--- src/rtl/rom_burst_arbiter_if.sv ---
// Bundle between the ROM burst arbiter, its two requesters, the ROM and the response consumer.
// The slave modport is the arbiter's view; the master modport is the surrounding logic's view.
interface rom_burst_arbiter_if #(
   parameter int ADDR_W = 5,
   parameter int DATA_W = 32,
   parameter int LEN_W  = 5
);
   logic              req0_valid;
   logic              req0_ready;
   logic [ADDR_W-1:0] req0_addr;
   logic [LEN_W-1:0]  req0_len;
   logic              req1_valid;
   logic              req1_ready;
   logic [ADDR_W-1:0] req1_addr;
   logic [LEN_W-1:0]  req1_len;
   logic [ADDR_W-1:0] rom_addr;
   logic [DATA_W-1:0] rom_data;
   logic              rsp_valid;
   logic              rsp_ready;
   logic [DATA_W-1:0] rsp_data;
   logic              rsp_id;
   logic              rsp_last;
   logic              busy;

   modport slave (
      input  req0_valid, req0_addr, req0_len,
      input  req1_valid, req1_addr, req1_len,
      input  rom_data, rsp_ready,
      output req0_ready, req1_ready, rom_addr,
      output rsp_valid, rsp_data, rsp_id, rsp_last, busy
   );

   modport master (
      output req0_valid, req0_addr, req0_len,
      output req1_valid, req1_addr, req1_len,
      output rom_data, rsp_ready,
      input  req0_ready, req1_ready, rom_addr,
      input  rsp_valid, rsp_data, rsp_id, rsp_last, busy
   );
endinterface

--- src/rtl/rom_burst_arbiter.sv ---
// Round-robin burst reader sharing one combinational ROM between two requesters; read data
// streams out through a single registered, ID-tagged valid/ready response stage.
module rom_burst_arbiter #(
   parameter int ADDR_W = 5,
   parameter int DATA_W = 32,
   parameter int LEN_W  = 5
) (
   input logic                clk,
   input logic                rst,
   rom_burst_arbiter_if.slave bus
);
   typedef enum logic {
      S_IDLE,
      S_BURST
   } state_t;

   state_t            r_state;
   state_t            w_state_nxt;
   logic [ADDR_W-1:0] r_cur_addr;
   logic [LEN_W-1:0]  r_remaining;
   logic              r_id;
   logic              r_last_grant;
   logic              r_rsp_valid;
   logic [DATA_W-1:0] r_rsp_data;
   logic              r_rsp_id;
   logic              r_rsp_last;

   logic              w_gnt0;
   logic              w_gnt1;
   logic              w_load;
   logic              w_free;
   logic              w_final;

   // The response register can take a new beat when empty or when its beat leaves this edge.
   assign w_free  = ~r_rsp_valid | bus.rsp_ready;
   assign w_final = (r_remaining == '0);

   always_ff @(posedge clk) begin
      // NOTE: clocked state uses non-blocking assignments so every register samples pre-edge values.
      if (!rst) begin
         r_state <= S_IDLE;
      end else begin
         r_state <= w_state_nxt;
      end
   end

   always_comb begin
      // NOTE: each signal driven here gets a default first, so no path can infer a latch.
      w_state_nxt = r_state;
      w_gnt0      = 1'b0;
      w_gnt1      = 1'b0;
      w_load      = 1'b0;
      case (r_state)
         S_IDLE: begin
            // On a tie the requester that did not win last time is served.
            w_gnt0 = bus.req0_valid & (~bus.req1_valid | r_last_grant);
            w_gnt1 = bus.req1_valid & (~bus.req0_valid | ~r_last_grant);
            if (w_gnt0 || w_gnt1) begin
               w_state_nxt = S_BURST;
            end
         end
         S_BURST: begin
            w_load = w_free;
            if (w_free && w_final) begin
               w_state_nxt = S_IDLE;
            end
         end
         default: w_state_nxt = S_IDLE;
      endcase
   end

   always_ff @(posedge clk) begin
      if (!rst) begin
         r_cur_addr   <= '0;
         r_remaining  <= '0;
         r_id         <= 1'b0;
         r_last_grant <= 1'b1;
         r_rsp_valid  <= 1'b0;
         r_rsp_data   <= '0;
         r_rsp_id     <= 1'b0;
         r_rsp_last   <= 1'b0;
      end else begin
         if (w_gnt0) begin
            r_cur_addr   <= bus.req0_addr;
            r_remaining  <= bus.req0_len;
            r_id         <= 1'b0;
            r_last_grant <= 1'b0;
         end else if (w_gnt1) begin
            r_cur_addr   <= bus.req1_addr;
            r_remaining  <= bus.req1_len;
            r_id         <= 1'b1;
            r_last_grant <= 1'b1;
         end else if (w_load && !w_final) begin
            r_cur_addr  <= r_cur_addr + ADDR_W'(1);
            r_remaining <= r_remaining - LEN_W'(1);
         end

         if (w_load) begin
            r_rsp_valid <= 1'b1;
            r_rsp_data  <= bus.rom_data;
            r_rsp_id    <= r_id;
            r_rsp_last  <= w_final;
         end else if (bus.rsp_ready) begin
            r_rsp_valid <= 1'b0;
            r_rsp_last  <= 1'b0;
         end
      end
   end

   assign bus.req0_ready = w_gnt0;
   assign bus.req1_ready = w_gnt1;
   assign bus.rom_addr   = r_cur_addr;
   assign bus.rsp_valid  = r_rsp_valid;
   assign bus.rsp_data   = r_rsp_data;
   assign bus.rsp_id     = r_rsp_id;
   assign bus.rsp_last   = r_rsp_last;
   assign bus.busy       = (r_state == S_BURST);
endmodule

--- src/flat_wrapper.sv ---
// flat-port wrapper written by rule: the top's interface ports become plain ports
module rom_burst_arbiter_flat 
#(
   parameter int ADDR_W = 5,
   parameter int DATA_W = 32,
   parameter int LEN_W  = 5
)
  (clk, rst, bus_req0_valid, bus_req0_addr, bus_req0_len, bus_req1_valid, bus_req1_addr, bus_req1_len, bus_rom_data, bus_rsp_ready, bus_req0_ready, bus_req1_ready, bus_rom_addr, bus_rsp_valid, bus_rsp_data, bus_rsp_id, bus_rsp_last, bus_busy);
  rom_burst_arbiter_if #(.ADDR_W(ADDR_W), .DATA_W(DATA_W), .LEN_W(LEN_W)) bus_i ();
  input logic clk;
  input logic rst;
  input wire logic [$bits(bus_i.req0_valid)-1:0] bus_req0_valid;
  input wire logic [$bits(bus_i.req0_addr)-1:0] bus_req0_addr;
  input wire logic [$bits(bus_i.req0_len)-1:0] bus_req0_len;
  input wire logic [$bits(bus_i.req1_valid)-1:0] bus_req1_valid;
  input wire logic [$bits(bus_i.req1_addr)-1:0] bus_req1_addr;
  input wire logic [$bits(bus_i.req1_len)-1:0] bus_req1_len;
  input wire logic [$bits(bus_i.rom_data)-1:0] bus_rom_data;
  input wire logic [$bits(bus_i.rsp_ready)-1:0] bus_rsp_ready;
  output wire logic [$bits(bus_i.req0_ready)-1:0] bus_req0_ready;
  output wire logic [$bits(bus_i.req1_ready)-1:0] bus_req1_ready;
  output wire logic [$bits(bus_i.rom_addr)-1:0] bus_rom_addr;
  output wire logic [$bits(bus_i.rsp_valid)-1:0] bus_rsp_valid;
  output wire logic [$bits(bus_i.rsp_data)-1:0] bus_rsp_data;
  output wire logic [$bits(bus_i.rsp_id)-1:0] bus_rsp_id;
  output wire logic [$bits(bus_i.rsp_last)-1:0] bus_rsp_last;
  output wire logic [$bits(bus_i.busy)-1:0] bus_busy;
  assign bus_i.req0_valid = bus_req0_valid;
  assign bus_i.req0_addr = bus_req0_addr;
  assign bus_i.req0_len = bus_req0_len;
  assign bus_i.req1_valid = bus_req1_valid;
  assign bus_i.req1_addr = bus_req1_addr;
  assign bus_i.req1_len = bus_req1_len;
  assign bus_i.rom_data = bus_rom_data;
  assign bus_i.rsp_ready = bus_rsp_ready;
  assign bus_req0_ready = bus_i.req0_ready;
  assign bus_req1_ready = bus_i.req1_ready;
  assign bus_rom_addr = bus_i.rom_addr;
  assign bus_rsp_valid = bus_i.rsp_valid;
  assign bus_rsp_data = bus_i.rsp_data;
  assign bus_rsp_id = bus_i.rsp_id;
  assign bus_rsp_last = bus_i.rsp_last;
  assign bus_busy = bus_i.busy;
  rom_burst_arbiter #(.ADDR_W(ADDR_W), .DATA_W(DATA_W), .LEN_W(LEN_W)) u_core (.clk(clk), .rst(rst), .bus(bus_i));
endmodule
--- config.mk ---
export PLATFORM = sky130hd
export DESIGN_NAME = rom_burst_arbiter_flat
export DESIGN_NICKNAME = d
export VERILOG_FILES = /design/src/rtl/rom_burst_arbiter_if.sv /design/src/rtl/rom_burst_arbiter.sv /design/src/flat_wrapper.sv
export SDC_FILE = /design/constraint.sdc
export NUM_CORES = 1
export LEC_CHECK = 0
export BUFFER_PORTS_ARGS = -buffer_cell sky130_fd_sc_hd__buf_2
export CORE_ASPECT_RATIO = 2
export CORE_MARGIN = 2
export CORE_UTILIZATION = 48
export CTS_BUF_LIST = sky130_fd_sc_hd__clkbuf_8
export CTS_CLUSTER_SIZE = 10
export DETAILED_ROUTE_END_ITERATION = 8
export PLACE_DENSITY = 0.93
export SKIP_LAST_GASP = 1
export SLEW_MARGIN = 20
export SYNTH_ARGS = -nofsm -noshare
export SYNTH_HDL_FRONTEND = slang
export SYNTH_SLANG_ARGS = --single-unit
--- constraint.sdc ---
create_clock -name clk -period 1.9 [get_ports clk]
set_input_delay 0.38 -clock clk [delete_from_list [all_inputs] [get_ports clk]]
set_output_delay 0.38 -clock clk [all_outputs]
set_load 0.02 [all_outputs]
Yosys cells after proc, flatten, opt, wreduce, memory -nomap -nowiden
Cells that the tools add are included.

Multiplexer cells: 17. Reduce and logical (&&, ||, !) cells: 9. Add/sub/neg operators: 2. Bitwise gates (word level): 11.

Operator list (number): $mux W5 (6); $mux W1 (10); $not A1 Y1 (6); $add A5 B1 Y5 const B (1); $logic_not A5 Y1 (1); $sub A5 B1 Y5 const B (1); $reduce_bool A2 Y1 (2); $or A1 B1 Y1 (3); $reduce_bool A3 Y1 (1); $and A1 B1 Y1 (2); $logic_and A1 B1 Y1 (2); $pmux W1 S2 (1); $reduce_or A2 Y1 (1); $logic_not A1 Y1 (1); $logic_or A1 B1 Y1 (1).

Bits in registers: 48. Output and inout port bits: 43. Logic and storage cells: 48.

Logic depth before layout (Yosys ltp)
Word-level depth: 7. Gate-level depth with buffers: 8. Mapped depth without buffers: 6.

Least setup slack after synthesis
No wires, ideal clock.

Path kind: register to register. Start: register u_core.r_remaining[0]. End: register u_core.r_remaining[0]. Period minus slack after synthesis: 1698 ps. Cell stages (with the launch flop): 8. Arrival time: 1574 ps. Slack: 202 ps. Cell sequence: dfxtp_1 -> inv_1 -> ha_1 -> or4b_4 -> a31o_1 -> buf_6 -> o211ai_1 -> o22ai_1.

Word-level cells in the longest chain between the ends: 4. Elaborated cells on any way between the ends: 8.

Ends and longest elaborated chain: start, declared (line rom_burst_arbiter.sv:20) `logic [LEN_W-1:0] r_remaining;`; start signal, assigned (line rom_burst_arbiter.sv:85) `r_remaining <= bus.req0_len;`; start signal, assigned (line rom_burst_arbiter.sv:90) `r_remaining <= bus.req1_len;`; start signal, assigned (line rom_burst_arbiter.sv:95) `r_remaining <= r_remaining - LEN_W'(1);`; $sub A5 B1 Y5 or $logic_not A5 Y1 (tied branches) (line rom_burst_arbiter.sv:95, rom_burst_arbiter.sv:36); $mux W5 or $logic_not A1 Y1 (tied branches) (line rom_burst_arbiter.sv:93) `end else if (w_load && !w_final) begin`; $mux W5 or $logic_and A1 B1 Y1 (tied branches) (line rom_burst_arbiter.sv:88, rom_burst_arbiter.sv:93); $mux W5 or $reduce_bool A3 Y1 (tied branches).

Several ways; a longest one is shown, not always the timed one. The select of a mux whose other input is x is not followed. A chain may end at the register's enable or synchronous reset.

Worst setup path in the final report
Start: register u_core.r_state (netlist: u_core.bus.busy). End: output port bus_req0_ready.

Word-level cells in the longest chain between the ends: 1.

Ends and longest elaborated chain: start, declared (line rom_burst_arbiter.sv:17) `state_t r_state;`; start signal, assigned (line rom_burst_arbiter.sv:43) `r_state <= w_state_nxt;`; $mux W1 (line rom_burst_arbiter.sv:53) `case (r_state)`; end, declared (line flat_wrapper.sv:20) `output wire logic [$bits(bus_i.req0_ready)-1:0] bus_req0_ready;`.

No other way between the ends.

==> impl_metrics.tcl <==
set metrics [dict create \
    outcome "finished, final reports clean" \
    dp_slack_ns 0.1490 \
    die_w_um 51 \
    drt.antenna.violating_nets 0 \
    setup_tns_ns 0 \
    synthMostInstantiatedCell "nand2_1" \
    die_h_um 98 \
    power.share.clock_pct 25.8 \
    dieArea_mm2 0.004998 \
    port_buffers 99 \
    cp-end-kind "output pin" \
    synth_edf_count 0 \
    crit_start "u_core.bus.busy$_SDFF_PN0_" \
    clk_pin_slew_ns 0.09 \
    post_cts_resized 1 \
    endpoint "bus_req0_ready" \
    syn-num-nets 315 \
    skew_ns 0.004451 \
    vias 2180 \
    drc 0 \
    grt_pass1_wl_um 9177 \
    synth_top_area_share_pct 45.31 \
    cts-root-buf "clkbuf_8" \
    rr_worst_depth 7 \
    track_usage_pct 23.85 \
    critPathKind "register to output pin" \
    synthDistinctLibCells 38 \
    cts.htree.levels 2 \
    postCtsHoldBufs 0 \
    hold_path_class "input port to register" \
    synth_area_mm2 0.002121 \
    fmax_mhz 553.6 \
    grt_max_degree 35 \
    cts_setup_buffers 0 \
    antenna_found_initial 0 \
    synthTopCellsByCount "nand2_1, dfxtp_1, a21boi_0" \
    arrival_ns 1.43 \
    r2r-end "u_core.bus.rom_addr[3]$_SDFFE_PN0P_" \
    power.internal_mw 1.868 \
    worst_pin_slew_ns 0.3959 \
    synthCells 256 \
    gr-total-overflow 0 \
    finalSetupViolations 0 \
    powerDensity_mw_per_mm2 979.8 \
    ctsLongestPathBuffers 2 \
    power_switching_mw 0.8926 \
    syn_area_per_cell_um2 8.284 \
    rsz0062_at_grt "no" \
    use_met1_pct 22.29 \
    finalNetCount 416 \
    firstDrtPassIters 4 \
    start_util_pct 49.36 \
    yosysTopAreaCell "dfxtp_1" \
    cts_tree "built" \
    ir_worst_vdd_v 0.0008662 \
    io_pins 100 \
    grt_use_met3_pct 4.434 \
    hold_violations 0 \
    p_leak_nw 1.324 \
    layout_setup_ws_ns 0.09362 \
    finalCriticalPeriod_ns 1.806 \
    post_drt_wl_per_cell_um 13.58 \
    finalWeightedCongestion 0.9377 \
    dr.first_iter.drc_count 22 \
    cp_max_fo 11 \
    ys_seq_area_share_pct 45.31 \
    use_met2_pct 44.96 \
    grt_busiest_layer "met2" \
    ys_ff_latch 48 \
    whs_ns 0.3230 \
    wl_um 5597 \
    r2r_setup_slack_ns 0.13 \
    worst_setup_path_start_kind "register" \
    crit_required_ns 1.52 \
    fin_util_pct 65.58 \
    slew_headroom_pct 73.61 \
    comb_power_share_pct 30.1 \
    first_global_vias 2173 \
    fp-row-count 34 \
    slew_viol_final 0 \
    synth_ff_type "dfxtp_1" \
    yosys_warnings 0 \
    drive_above_1_share_pct 34.64 \
    core_area_mm2 0.004297 \
    clock_latency_ns 0.29 \
    pwr-share-seq_pct 44.2 \
    vias_per_cell 5.291 \
    period_share_pct 95.07 \
    syn_to_final_growth_pct 32.86 \
    synth_area_leaders "dfxtp_1, nand2_1, a21boi_0, clkbuf_1, o211ai_1" \
    switching_share_pct 32.33 \
    clock-sinks 48 \
    numCtsBuffers 5 \
    max_cap_viol_count 0 \
    dpl.hpwl_um 4365 \
    async_flop_share_pct 0 \
    diodes 0 \
    r2r-start "u_core.r_remaining[0]$_SDFFE_PN0P_" \
]
## through the flow
stage | area [um2] | power, mW | std cells
after global routing | 2818 | 2.917 | 412
after detailed placement | 2701 | 2.065 | 404
after floorplan | 2121 | 1.762 | 256
final | 2818 | 2.761 | 412
after global placement | 2701 | 2.032 | 404
after CTS | 2810 | 2.774 | 412
## cells in the final DEF, fill, tap and decap left out, types with 2 or more instances in the layout
master    instances
xor2_1            3
xnor2_1           2
a21boi_0         33
buf_4            11
buf_2            99
nand2_1          80
a22o_1            2
o21ai_1           6
o21ai_0           5
dfxtp_1          47
a31oi_1           6
inv_1             7
o21a_1            4
clkbuf_8          5
ha_1              2
nand3_1           2
a21oi_1           3
and2_1            2
o22ai_1           5
o211ai_1          6
nand2b_1          2
nor2b_1           3
a211oi_1          4
## power groups by stage
| stage | Combinational, mW | Sequential (mW) | Clock [mW] |
|---|---|---|---|
| floorplan | 0.434 | 1.33 | 0 |
| global placement | 0.798 | 1.23 | 0 |
| detailed placement | 0.826 | 1.24 | 0 |
| CTS | 0.830 | 1.22 | 0.727 |
| global route | 0.907 | 1.24 | 0.775 |
| finish | 0.830 | 1.22 | 0.711 |
## routing by layer
layer,share of wire [%],routed length [um],vias up
met3,5.5,310,21
li1,-,-,1071
met5,0,0,-
met4,3.9,221,0
met2,56,3136,91
met1,34,1929,997
## worst min path at each step
stage                                    startpoint                              endpoint  cells after the start
4_1_cts                            bus_rom_data[18]  u_core.bus.rsp_data[18]$_SDFFE_PN0P_                      3
3_3_place_gp   u_core.bus.rsp_data[14]$_SDFFE_PN0P_  u_core.bus.rsp_data[14]$_SDFFE_PN0P_                      2
5_1_grt                            bus_rom_data[22]  u_core.bus.rsp_data[22]$_SDFFE_PN0P_                      3
6_report                            bus_rom_data[9]   u_core.bus.rsp_data[9]$_SDFFE_PN0P_                      3
3_5_place_dp   u_core.bus.rsp_data[30]$_SDFFE_PN0P_  u_core.bus.rsp_data[30]$_SDFFE_PN0P_                      2
2_1_floorplan              u_core.r_id$_SDFFE_PP0P_        u_core.bus.rsp_id$_SDFFE_PN0P_                      2
## flip-flops by register name, summed over array words and instances (netlist names)
name,count
u_core.bus.rsp_last,1
u_core.bus.rsp_data,32
u_core.r_last_grant,1
u_core.r_id,1
u_core.bus.busy,1
u_core.bus.rom_addr,5
u_core.bus.rsp_id,1
u_core.bus.rsp_valid,1
u_core.r_remaining,5
## logic make-up after synthesis
| logic type | Yosys count | share of synthesized area, % |
|---|---|---|
| xor gates and xnor gates | 5 | 2.065 |
| adders and majority gates | 2 | 1.180 |
| AOI/OAI and AO/OA | 81 | 27.20 |
| buffers and inverters | 24 | 5.250 |
| DFF | 48 | 45.31 |
| and+or+nand+nor | 96 | 19.00 |
## critical path: stages (launching register included)
cell,delay [ns]
dfxtp_2,0.38
nand2b_4,0.17
or2_1,0.24
inv_2,0.14
buf_2,0.19
## layout make-up
| cell class | instances | area [um2] |
|---|---|---|
| fillers | 391 | 1479 |
| multi-input cells | 184 | 1056 |
| flip-flops and latches | 48 | 962.2 |
| repair buffers | 111 | 598.1 |
| clock buffers | 5 | 68.82 |
| well taps | 54 | 67.56 |
| clock inverters | 3 | 38.79 |
| inverters | 7 | 26.28 |
Note: power is estimated with default switching activity, not from simulation.
